**config.mk**
```make
export PLATFORM = sky130hd
export DESIGN_NAME = lfsr_synapse_core_flat
export DESIGN_NICKNAME = d
export VERILOG_FILES = /design/src/rtl/lfsr_synapse_core_if.sv /design/src/rtl/lfsr_synapse_core.sv /design/src/flat_wrapper.sv
export SDC_FILE = /design/constraint.sdc
export NUM_CORES = 1
export LEC_CHECK = 0
export CAP_MARGIN = 20
export CORE_UTILIZATION = 43
export CTS_CLUSTER_SIZE = 28
export DETAILED_ROUTE_END_ITERATION = 8
export PLACE_DENSITY = 0.74
export SLEW_MARGIN = 20
export SYNTH_ARGS = -nofsm -noshare
export SYNTH_HDL_FRONTEND = slang
export SYNTH_SLANG_ARGS = --single-unit
```
**constraint.sdc**
```tcl
create_clock -name clk -period 1.56 [get_ports clk]
set_input_delay 0.312 -clock clk [delete_from_list [all_inputs] [get_ports clk]]
set_output_delay 0.312 -clock clk [all_outputs]
set_load 0.02 [all_outputs]
```
**src/rtl/lfsr_synapse_core_if.sv**
```systemverilog
// rtl/lfsr_synapse_core_if.sv - control/observation bundle for the LFSR synapse core
interface lfsr_synapse_core_if #(
    parameter int WIDTH = 8
);
    logic             en_i;
    logic             seed_load_i;
    logic [WIDTH-1:0] seed_i;
    logic [1:0]       mode_i;
    logic [WIDTH-1:0] q_o;
    logic             exc_o;
    logic             inh_o;
    logic [7:0]       spike_cnt_o;
    logic             lockup_o;

    modport master (
        output en_i, seed_load_i, seed_i, mode_i,
        input  q_o, exc_o, inh_o, spike_cnt_o, lockup_o
    );

    modport slave (
        input  en_i, seed_load_i, seed_i, mode_i,
        output q_o, exc_o, inh_o, spike_cnt_o, lockup_o
    );
endinterface

```
**src/rtl/lfsr_synapse_core.sv**
```systemverilog
// rtl/lfsr_synapse_core.sv - Fibonacci LFSR spike source with excitatory/inhibitory feedback modulation
module lfsr_synapse_core #(
    parameter int               WIDTH   = 8,
    parameter logic [WIDTH-1:0] TAPS    = 8'hB8,
    parameter logic [WIDTH-1:0] SEED    = 8'h01,
    parameter int               EXC_LEN = 4,
    parameter int               INH_LEN = 8,
    parameter int               CNT_W   = 4
) (
    input  logic                 clk,
    input  logic                 reset_i,
    lfsr_synapse_core_if.slave   bus
);
    localparam logic [CNT_W-1:0] EXC_INIT = CNT_W'(EXC_LEN);
    localparam logic [CNT_W-1:0] INH_INIT = CNT_W'(INH_LEN);

    logic [WIDTH-1:0] q;
    logic             prev;
    logic [CNT_W-1:0] exc_cnt;
    logic [CNT_W-1:0] inh_cnt;
    logic [7:0]       spike_cnt;
    logic             lockup;

    logic             fb;
    logic             fs;
    logic             exc_act;
    logic             inh_act;
    logic             rise;
    logic             fall;
    logic [WIDTH-1:0] load_val;

    assign exc_act  = (exc_cnt != '0);
    assign inh_act  = (inh_cnt != '0);
    assign rise     = q[0] & ~prev;
    assign fall     = ~q[0] & prev;
    assign load_val = (bus.seed_i == '0) ? SEED : bus.seed_i;
    assign fb       = ^(q & TAPS);

    // Inhibit is applied last so it overrides an excitatory flip in mode 11.
    always_comb begin
        fs = fb;
        case (bus.mode_i)
            2'b00:   fs = fb;
            2'b01:   fs = fb ^ exc_act;
            2'b10:   fs = fb & ~inh_act;
            default: fs = (fb ^ exc_act) & ~inh_act;
        endcase
    end

    always_ff @(posedge clk) begin
        if (reset_i) begin
            q         <= SEED;
            prev      <= SEED[0];
            exc_cnt   <= '0;
            inh_cnt   <= '0;
            spike_cnt <= '0;
            lockup    <= 1'b0;
        end else begin
            // A seed load resyncs prev so the new value never counts as an edge.
            if (bus.seed_load_i) begin
                q    <= load_val;
                prev <= load_val[0];
            end else begin
                prev <= q[0];
                if (q == '0) begin
                    q <= SEED;
                end else if (bus.en_i) begin
                    q <= {q[WIDTH-2:0], fs};
                end
            end
            lockup <= ~bus.seed_load_i && (q == '0);

            if (rise) begin
                exc_cnt <= EXC_INIT;
            end else if (exc_act) begin
                exc_cnt <= exc_cnt - 1'b1;
            end

            if (fall) begin
                inh_cnt <= INH_INIT;
            end else if (inh_act) begin
                inh_cnt <= inh_cnt - 1'b1;
            end

            if (rise && spike_cnt != 8'hFF) begin
                spike_cnt <= spike_cnt + 8'd1;
            end
        end
    end

    assign bus.q_o         = q;
    assign bus.exc_o       = exc_act;
    assign bus.inh_o       = inh_act;
    assign bus.spike_cnt_o = spike_cnt;
    assign bus.lockup_o    = lockup;
endmodule

```
**src/flat_wrapper.sv**
```systemverilog
// flat-port wrapper written by rule: the top's interface ports become plain ports
module lfsr_synapse_core_flat 
#(
    parameter int               WIDTH   = 8,
    parameter logic [WIDTH-1:0] TAPS    = 8'hB8,
    parameter logic [WIDTH-1:0] SEED    = 8'h01,
    parameter int               EXC_LEN = 4,
    parameter int               INH_LEN = 8,
    parameter int               CNT_W   = 4
)
  (clk, reset_i, bus_en_i, bus_seed_load_i, bus_seed_i, bus_mode_i, bus_q_o, bus_exc_o, bus_inh_o, bus_spike_cnt_o, bus_lockup_o);
  lfsr_synapse_core_if #(.WIDTH(WIDTH)) bus_i ();
  input  logic clk;
  input  logic reset_i;
  input wire logic [$bits(bus_i.en_i)-1:0] bus_en_i;
  input wire logic [$bits(bus_i.seed_load_i)-1:0] bus_seed_load_i;
  input wire logic [$bits(bus_i.seed_i)-1:0] bus_seed_i;
  input wire logic [$bits(bus_i.mode_i)-1:0] bus_mode_i;
  output wire logic [$bits(bus_i.q_o)-1:0] bus_q_o;
  output wire logic [$bits(bus_i.exc_o)-1:0] bus_exc_o;
  output wire logic [$bits(bus_i.inh_o)-1:0] bus_inh_o;
  output wire logic [$bits(bus_i.spike_cnt_o)-1:0] bus_spike_cnt_o;
  output wire logic [$bits(bus_i.lockup_o)-1:0] bus_lockup_o;
  assign bus_i.en_i = bus_en_i;
  assign bus_i.seed_load_i = bus_seed_load_i;
  assign bus_i.seed_i = bus_seed_i;
  assign bus_i.mode_i = bus_mode_i;
  assign bus_q_o = bus_i.q_o;
  assign bus_exc_o = bus_i.exc_o;
  assign bus_inh_o = bus_i.inh_o;
  assign bus_spike_cnt_o = bus_i.spike_cnt_o;
  assign bus_lockup_o = bus_i.lockup_o;
  lfsr_synapse_core #(.WIDTH(WIDTH), .TAPS(TAPS), .SEED(SEED), .EXC_LEN(EXC_LEN), .INH_LEN(INH_LEN), .CNT_W(CNT_W)) u_core (.clk(clk), .reset_i(reset_i), .bus(bus_i));
endmodule
```
* Yosys cells after proc, flatten, opt, wreduce, memory -nomap -nowiden
Index checks and enable logic that the tools add are counted.
** Storage, ports and cells
- Register bits :: 26
- Output and inout bits :: 19
- Logic and storage cells :: 46
** Cells by class
- Multiplexer cells :: 10
- Bitwise operators :: 9
- Reductions and logical operators :: 13
- Equality and inequality tests :: 3
- $add $sub $neg :: 3
** Operator list (number)
- $mux 8 :: 4
- $logic_not 8->1 :: 2
- $add 8x1->8 const B :: 1
- $mux 4 :: 2
- $ne 8x8->1 const B :: 1
- $reduce_bool 4->1 :: 2
- $reduce_xor 8->1 :: 1
- $sub 4x1->4 const B :: 2
- $mux 3 :: 2
- $and 1x1->1 :: 4
- $not 1->1 :: 4
- $reduce_bool 2->1 :: 2
- $reduce_or 2->1 :: 2
- $pmux 1 s3 :: 1
- $reduce_bool 3->1 :: 1
- $eq 2x1->1 const B :: 1
- $eq 2x2->1 const B :: 1
- $logic_and 1x1->1 :: 2
- $logic_not 2->1 :: 1
- $mux 1 :: 1
- $xor 1x1->1 :: 1

* Longest topological paths before layout
Gate-level depths: netlist of the first run.
- Depth after elaboration :: 7
- Mapped depth :: 7
- Depth with buffers taken out :: 6

* Worst setup path before layout of the first run
OpenSTA, ideal clock, no wires.
- Kind :: flip-flop to flip-flop
- From :: register u_core.exc_cnt[0]
- To :: register u_core.exc_cnt[1]
- Arrival :: 1.547 ns
- Library setup time :: 0.114 ns
- Required time :: 1.446 ns
- Setup slack :: -0.102 ns
- Cell stages (with the launch flop) :: 6
- Period minus slack after synthesis :: 1.662 ns
- Cell sequence :: dfxtp_1 inv_1 ha_1 or3b_2 clkbuf_1 a2111oi_0
** On the way
- Cells in the longest elaborated chain, start to end :: 1
- Elaborated cells on any way between the ends :: 2
- Those cells by class :: add/sub (1); reduce/logical (1)
** Ends and longest elaborated chain
- start: declaration :: RTL line lfsr_synapse_core.sv:19 : logic [CNT_W-1:0] exc_cnt;
- start signal: assignment :: RTL line lfsr_synapse_core.sv:76 : exc_cnt <= exc_cnt - 1'b1;
- $reduce_bool 4->1 :: RTL line lfsr_synapse_core.sv:32 : assign exc_act = (exc_cnt != '0);
- named net bus_exc_o :: RTL line flat_wrapper.sv:20 : output wire logic [$bits(bus_i.exc_o)-1:0] bus_exc_o;
The timed path passes the listed nets, and every way through them passes these cells.
A chain may end at the register's enable or synchronous reset.

* Final worst setup path of the first run
- From :: register u_core.exc_cnt[1]
- To :: output port bus_exc_o
** On the way
- Cells in the longest elaborated chain, start to end :: 1
** Ends and longest elaborated chain (RTL line)
- $reduce_bool 4->1 :: lfsr_synapse_core.sv:32
- end: declaration :: flat_wrapper.sv:20
No other way between the ends.

==> results summary, run 1 <==
The cell type with the highest aggregate area in the netlist is dfxtp_1. The largest stage delay on the critical path came out at about 370 ps. The count of boundary I/O pins is 33. The final net count is between 200 and 250.

The post-DP HPWL is about 2500 um. The worst path required time is approximately 1300 ps. The maximum ir drop on the vdd rail is about 0.56 mV. STA classifies the critical path endpoint as an output port. The end of the worst register-to-register path is u_core.bus.q_o[3]$_SDFFE_PP0P_.

The post-synthesis cell type count came out at 42. The post-detailed-route wirelength per cell came out at approximately 15 um. The via count came out at between 1000 and 1500.

The TritonCTS clock tree is yes. The max capacitance violation total is 0. The portion of synthesized cell area occupied by the leading cell type came out at 0.3895. The initial utilization of the core area, before any placement, comes to 0.4684.

The post-placement cell area came out at between 1500 and 2000 sq um. The switching share of total power came out at 0.3507. The cell with the most instances after synthesis is dfxtp_1. The type of the worst min-delay path is reg2reg. The average cell area after synthesis is roughly 9 sq um.

The number of global-route vias before repair is about 1300. The overflow left after global routing came out at 0. In this run the power spent charging and discharging nets is 0.8548 mW. Static timing analysis puts the maximum clock frequency at around 590 MHz. The pre-antenna-repair detailed-routing pass consisted of 4 iterations. The launch point of the worst path is u_core.exc_cnt[1]$_SDFFE_PP0N_. The number of buffers added by the clock tree synthesis step came out at 3. The number of buffers and inverters on the critical path is 2. The worst register-to-register path has a depth of 5.

The number of nets in the synthesized netlist is around 160. The number of flops mapped to enable cells by yosys came out at 0. With fillers left out, the area of the finished cells amounts to around 2000 sq um. The diode insertion count for antenna repair is 0.

The minimum setup slack in the final design is -129.1 ps. In this run the number of cells on the critical path is 4. The final critical path time including I/O delays and setup is about 1700 ps.

For the worst setup path, the data arrival time is 1380 ps. For this run, the number of Yosys warnings is 0. Walking the worst path, the cells encountered are inv_2, ha_4, or3b_4, buf_6.

The slowest stage of the critical path is the or3b_4 cell. The final reports fail on setup timing. Clock tree synthesis selected as its root buffer the cell clkbuf_4. The die area is between 3000 and 4000 sq um. Across every metal layer, demand over resource in global routing totals 0.2262. Measured against its own limit, the worst slew margin works out to 0.7211.

Setup repair after global routing could not meet its margin everywhere. From left edge to right edge, the die measures just under 60 um. CTS saw 26 sinks. The most critical setup path has its endpoint at bus_exc_o.

The wire length of the first global-routing pass came out at about 5800 um. The detailed router's first-iteration violation count is 37. The number of vias per cell is between 5 and 6. The H-tree depth is 1. The sequential share of power came out at 0.351. The row count is 19. The number of storage elements in the synthesis netlist came out at 26.

The share of total power dissipated in the clock network is 0.141. The initial antenna violation count is 0. The worst setup path is launched from a flip-flop. The cell count after synthesis is around 150. The count of endpoints failing setup in the final report came out at 8. The flow ran to the end, but the final reports show violations. The fraction of synthesis flops using an asynchronous set or reset pin came out at 0.

The post-route clock period utilization came out at 1.083. The transition time of the tightest slew-check pin is roughly 420 ps. For this run, design rule violations remaining after detail routing come to 0. The cell area that synthesis handed to floorplanning was approximately 1300 sq um. The share of the Yosys chip area taken by registers is 0.3895. The worst hold margin came out at about 510 ps. Power spread over the standard cell area amounts to approximately 1200 nW/um^2. The setup skew after layout came out at 8.923 ps. By area the synthesized netlist is led by dfxtp_1, ha_1, mux2i_1. At the later pin of the worst-skew pair, clock insertion delay measures 330 ps. The setup slack of the most critical reg-to-reg path is -70 ps.

Cell internal power was estimated by the tool at about 1.6 mW. In this run the deepest clock path goes through 2 buffers. The leakage power figure is between 0.8 and 0.9 nW.

In the synthesized netlist, the cells that appear most often are dfxtp_1, nor2_1, a21oi_1, inv_1, nor3_1. Along the worst path, the maximum fanout reaches 2. The hold violation total from the final report came out at 0. The routed design has between 3000 and 4000 um of wire. The kind of critical path is reg2out. The placeable core region is 2853 sq um. The die is slightly below 60 um tall. Entering global routing, the biggest net connects 15 pins.

The quantity of I/O buffers inserted on ports came out at 32. The combinational power share came out at 0.508. The remaining number of nets flagged by the antenna check after routing came out at 0. The number of pins exceeding their max-slew limit in the final report came out at 0. The placer congestion estimate is about 0.8.

The most used flip-flop cell after synthesis is dfxtp_1. The fraction of layout cells with a size suffix above 1 came out at 0.3350. The layout overhead on the synthesized area is 47.47%. The clock-pin slew of the registers on the worst-case setup and hold paths is about 140 ps. The category of cells accounting for the largest share of critical-path delay is simple AND/OR/NAND/NOR gates.

The startpoint identified for the worst register-to-register timing path is u_core.bus.q_o[7]$_SDFFE_PP0P_.
## worst reg2reg max path: stages, from the launching register on
cell,delay [ps]
dfxtp_2,350
or4_4,570
o31ai_4,290
buf_6,180
nor2_1,50
a211oi_2,130
## cells by family (layout without fill, tap and decap cells)
family	after synthesis	count (layout)	share of synthesized area
buf+inv	14	72	0.05899
simple gates	52	52	0.2107
xor+xnor	8	8	0.05244
compound gates	33	33	0.1882
flops	26	26	0.3895
fa+ha+maj	5	5	0.04682
mux	7	7	0.05337
## stage by stage
step	setup slack, ps	std cells	TNS [ps]	util	total power [mW]
floorplan	-36.25	145	-132.2	-	1.502
global placement	-241.5	226	-407.3	0.6461	1.874
detailed placement	-277.3	226	-895.7	0.6461	1.935
CTS	-168.5	232	-564.0	0.6803	2.361
global route	-181.5	234	-996.9	0.6908	2.585
finish	-129.1	234	-539.1	0.6908	2.437
## worst min path at each step
stage,start,to,slack [ps],cells past startpoint
after floorplan,reset_i,u_core.exc_cnt[1]$_SDFFE_PP0N_,400,1
after global placement,u_core.inh_cnt[1]$_SDFFE_PP0P_,u_core.inh_cnt[1]$_SDFFE_PP0P_,490,2
after detailed placement,u_core.inh_cnt[1]$_SDFFE_PP0P_,u_core.inh_cnt[1]$_SDFFE_PP0P_,510,2
after CTS,u_core.inh_cnt[1]$_SDFFE_PP0P_,u_core.inh_cnt[1]$_SDFFE_PP0P_,520,2
after global routing,u_core.inh_cnt[1]$_SDFFE_PP0P_,u_core.inh_cnt[1]$_SDFFE_PP0P_,530,2
final,u_core.bus.spike_cnt_o[6]$_SDFFE_PP0P_,u_core.bus.spike_cnt_o[6]$_SDFFE_PP0P_,510,2
## timing repair
action | 4_1_cts | 5_1_grt
setup buffers | 1 | 4
hold buffers | 0 | 0
endpoints found under the setup margin | 28 | 13
resized for setup | 43 | 16
gates cloned | 1 | 0
endpoints found under the hold margin | 0 | 0
pin swaps | 4 | 6
## layer usage
metal  track usage  vias to the layer above  share of wire
met2        0.4070                       22           0.51
li1              -                      639              -
met4        0.1020                        0          0.024
met5             0                        -              0
met1        0.2685                      617           0.44
met3       0.02902                        8          0.026
## sequential cells by signal, indices dropped and copies added, names as in the netlist
| signal | flops |
|---|---|
| u_core.bus.spike_cnt_o | 8 |
| u_core.bus.q_o | 8 |
| u_core.exc_cnt | 4 |
| u_core.bus.lockup_o | 1 |
| u_core.inh_cnt | 4 |
| u_core.prev | 1 |
## power groups by stage
stage	combinational [mW]	clock, mW	sequential (mW)
after floorplan	0.610	0	0.892
after global placement	1.02	0	0.853
after detailed placement	1.07	0	0.862
after CTS	1.16	0.347	0.852
after global routing	1.34	0.376	0.872
final	1.24	0.343	0.856
## placed cells by master (no fill, tap or decap), types with 6 or more instances in the layout
cell,n
dfxtp_1,16
a21oi_1,11
nor2_1,12
dlygate4sd2_1,17
clkdlybuf4s50_1,13
buf_4,27
dfxtp_2,10
nand2_1,6
mux2i_1,6
inv_1,6
## area by class of cell
cell class	instances	area (sq um)
Fill cell	245	882.1
Multi-Input combinational cell	105	817.0
Sequential cell	26	533.0
Timing Repair Buffer	60	515.5
Tap cell	31	38.79
Clock buffer	4	36.28
Inverter	8	30.03
(Power assumes the default switching activity.)
==> inputs of run 2 (changes only) <==
Settings changed: ABC_AREA set to 1, CORE_UTILIZATION 43 to 45, PLACE_DENSITY 0.74 to 0.75, TNS_END_PERCENT set to 1.
==> results summary, run 2 <==
Setup repair after global routing left no endpoint under its margin. The detailed router's first-iteration violation count came out at 71 (+92%). The worst hold margin is 497.8 ps (-8.476 ps).

The synthesized design spends more area on one cell type than any other, namely dfxtp_1. The post-synthesis cell type count came out at 29 (-31%). The worst slew margin relative to its limit was 0.8059 (+0.08481). The row count came out at 20 (+1). The post-route clock period utilization came out at 0.9434 (-0.1394).

The top fanout value on the critical path is 2 (unchanged). The clock root buffer is clkbuf_4. The cell count after synthesis came to 219 (+51%).

The yosys synthesis warning count is 0 (unchanged). The maximum ir drop on the vdd rail came out at 0.5602 mV (+0.79%). The final critical path time including I/O delays and setup is 1472 ps (-217.4 ps).

The clock insertion delay at the later pin of the skew report came out at 320 ps (about the same). The number of buffers and inverters on the critical path came to 2 (unchanged). The signal arrival time at the worst endpoint is 1160 ps (-220 ps). The pin count of the biggest net entering global routing is 15 (unchanged). The leakage power figure came out at 0.9836 nW (+15%).

The portion of synthesized cell area occupied by the leading cell type is 0.3531 (-0.03637). The die area was 3508 sq um (+5.2%). In the layout the commonest cells are nand2_1, inv_1, nor2_1. The count of boundary I/O pins came to 33 (unchanged).

The setup skew after layout is 3.334 ps (-5.589 ps). The net count after synthesis came out at 238 (+45%). The final net count came out at 287 (+29%). The diode insertion count for antenna repair came out at 0 (unchanged). The post-CTS setup buffer count came out at 0 (-1). The layout overhead on the synthesized area came out at 33.28%.

The average cell area after synthesis is 6.730 sq um (-27%). The library cell used most frequently in the layout, excluding fill and tap cells, is nand2_1. STA classifies the critical path endpoint as an output port.

STA classifies the critical path startpoint as a flip-flop. The post-route DRC violation count is 0 (unchanged). The effective utilization at floorplan is 0.4789 (+0.01044). After synthesis, the cell types taking the most area are dfxtp_1, nand2_1, inv_1. The maximum operating frequency came out at 679.5 MHz (+15%). The number of pins exceeding their max-slew limit in the final report is 0 (unchanged). The share of the yosys chip area belonging to registers is 0.3531 (-0.03637). The number of buffers between clock root and the deepest sink came to 2 (unchanged). The number of global-route vias before repair came out at 1220 (-6.9%). The width of the chip came out at 59.23 um (+2.6%). The die height came out at 59.23 um (+2.6%).

Walking the worst path, the cells encountered are inv_1, ha_1, nand3_1, buf_2. TritonCTS built the clock tree. The overflow left after global routing is 0 (unchanged).

The accumulated negative setup slack is 0 ps (+539.1 ps). The number of vias per cell is 4.624 (-16%). The fraction of synthesis flops using an asynchronous set or reset pin is 0 (unchanged). The total track usage came out at 0.1973 (-0.02886).

The post-synthesis instance area is 1474 sq um (+10%). The sum of routed wire length over all layers is 3172 um (-7.0%). The commonest cells after synthesis are nand2_1, inv_1, dfxtp_1, nor2_1, nand3_1. The cell area power density is 1229 nW/um^2 (-0.67%). The clock sink count came to 26 (unchanged). The hold violation total from the final report came out at 0 (unchanged). The category of cells accounting for the largest share of critical-path delay is flip-flops. The number of storage elements in the synthesis netlist came out at 26 (unchanged). The remaining number of nets flagged by the antenna check after routing came to 0 (unchanged). The H-tree depth came out at 1 (unchanged). Yosys instantiated no cell more often than nand2_1.

The transition time of the tightest slew-check pin is 290.2 ps (-125.7 ps). The most instantiated flip-flop cell in the synthesis netlist is dfxtp_1. The number of flops mapped to enable cells by yosys was 0 (unchanged). The minimum setup slack in the final design came to 88.28 ps (+217.4 ps).

The worst setup timing slack at the placement stage came out at 6.263 ps (+283.6 ps). The critical path in this run is classified as reg2out. The type of the worst min-delay path is reg2reg. The clock-pin slew of the registers on the worst-case setup and hold paths is 140 ps (about the same). The quantity of I/O buffers inserted on ports came out at 32 (unchanged). The max capacitance violation total came to 0 (unchanged).

The worst path required time is 1250 ps (about the same). The largest stage delay on the critical path came to 350 ps (-20 ps). The fraction of layout cells with a size suffix above 1 is 0.1461 (-0.1889). The number of buffers added by the clock tree synthesis step is 3 (unchanged). The post-DP HPWL is 2430 um (-2.4%). The wire length of the first global-routing pass came out at 5292 um (-8.0%). The total iterations of the first detailed-routing run came out at 4 (unchanged).

The via count came out at 1438 (+12%). The initial antenna violation count came to 0 (unchanged). The placer congestion estimate came out at 0.8387 (+4.6%). The count of endpoints failing setup in the final report came to 0 (-8).

The post-detailed-route wirelength per cell is 10.20 um (-30%). The placeable core region is 3078 sq um (+7.9%). The slowest stage of the critical path is the dfxtp_2 cell. The flow ran to the end, and the final reports show no timing, DRC or antenna violations.
==> run 2: changes by cell type after synthesis, moves of 3 or more <==
cell      change
o21ai_0       +9
a211oi_1      -4
inv_1        +25
nor2_1        +8
xor2_1        -3
mux2i_1       -6
or3_1         -4
nand2b_1      -3
nor3_1        -3
nand3_1      +13
nand2_1      +56
nor2_4        +4
a211oi_2      -3
==> run 2: power breakdown <==
| part | switching (mW) | total [mW] | internal (mW) |
|---|---|---|---|
| Sequential | 0.0908 | 0.887 | 0.796 |
| Combinational | 0.627 | 1.18 | 0.552 |
| Clock | 0.204 | 0.347 | 0.143 |
==> run 2: what timing repair did <==
item                       4_1_cts  5_1_grt
gates resized for setup         25        8
hold buffers                     0        0
setup endpoints to repair       19        3
==> run 2: tightest hold or removal path, delay by kind of cell (launching register included) <==
kind | cells | cell delay [ps]
flops | 1 | 350
simple gates | 1 | 60
compound gates | 1 | 60
==> run 2: logic make-up (layout without fill, tap and decap cells) <==
| logic type | count (synthesis) | after routing | synth area share |
|---|---|---|---|
| AOI/OAI and AO/OA | 30 | 30 | 0.1095 |
| adders and majority gates | 5 | 5 | 0.04244 |
| xor gates and xnor gates | 3 | 3 | 0.01783 |
| and+or+nand+nor | 118 | 118 | 0.3701 |
| buffers and inverters | 37 | 85 | 0.1070 |
| DFF | 26 | 26 | 0.3531 |
==> run 2: worst paths after layout <==
kind / start / cells after the start / slack (ps) / endpoint
setup / recovery: u_core.inh_cnt[0]$_SDFFE_PP0P_ / 4 / 90 / bus_inh_o
hold / removal: u_core.bus.q_o[4]$_SDFFE_PP0P_ / 2 / 500 / u_core.bus.q_o[5]$_SDFFE_PP0P_
setup reg to reg: u_core.bus.q_o[5]$_SDFFE_PP0P_ / 11 / 180 / u_core.bus.q_o[0]$_SDFFE_PP1P_
hold reg to reg: u_core.bus.q_o[4]$_SDFFE_PP0P_ / 2 / 500 / u_core.bus.q_o[5]$_SDFFE_PP0P_
==> run 2: per-stage QoR <==
stage | instances | power (mW) | cell area (sq um) | utilization
after floorplan | 219 | 1.575 | 1474 | -
after global placement | 307 | 2.089 | 1944 | 0.6317
after detailed placement | 307 | 2.108 | 1944 | 0.6317
after CTS | 311 | 2.394 | 1949 | 0.6333
after global routing | 311 | 2.618 | 1964 | 0.6382
final | 311 | 2.413 | 1964 | 0.6382
==> run 2: cell type report <==
type	count	area (sq um)
flip-flops and latches	26	525.5
well taps	44	55.05
inverters	34	127.6
fillers	291	1114
clock buffers	4	36.28
multi-input cells	156	803.3
repair buffers	47	416.7
==> run 2: routing by layer <==
layer / global-route usage / routed length (um) / up-vias
met2: 0.3066 / 1408 / 25
met4: 0.07143 / 36 / 0
met5: 0 / 0 / -
li1: - / - / 789
met1: 0.2821 / 1628 / 620
met3: 0.01965 / 98 / 4
==> inputs of run 3 (changes only) <==
Settings changed: CAP_MARGIN 20 to not set.
==> results of run 3 <==
Final layout, timing and power as in run 2 (identical DEF).
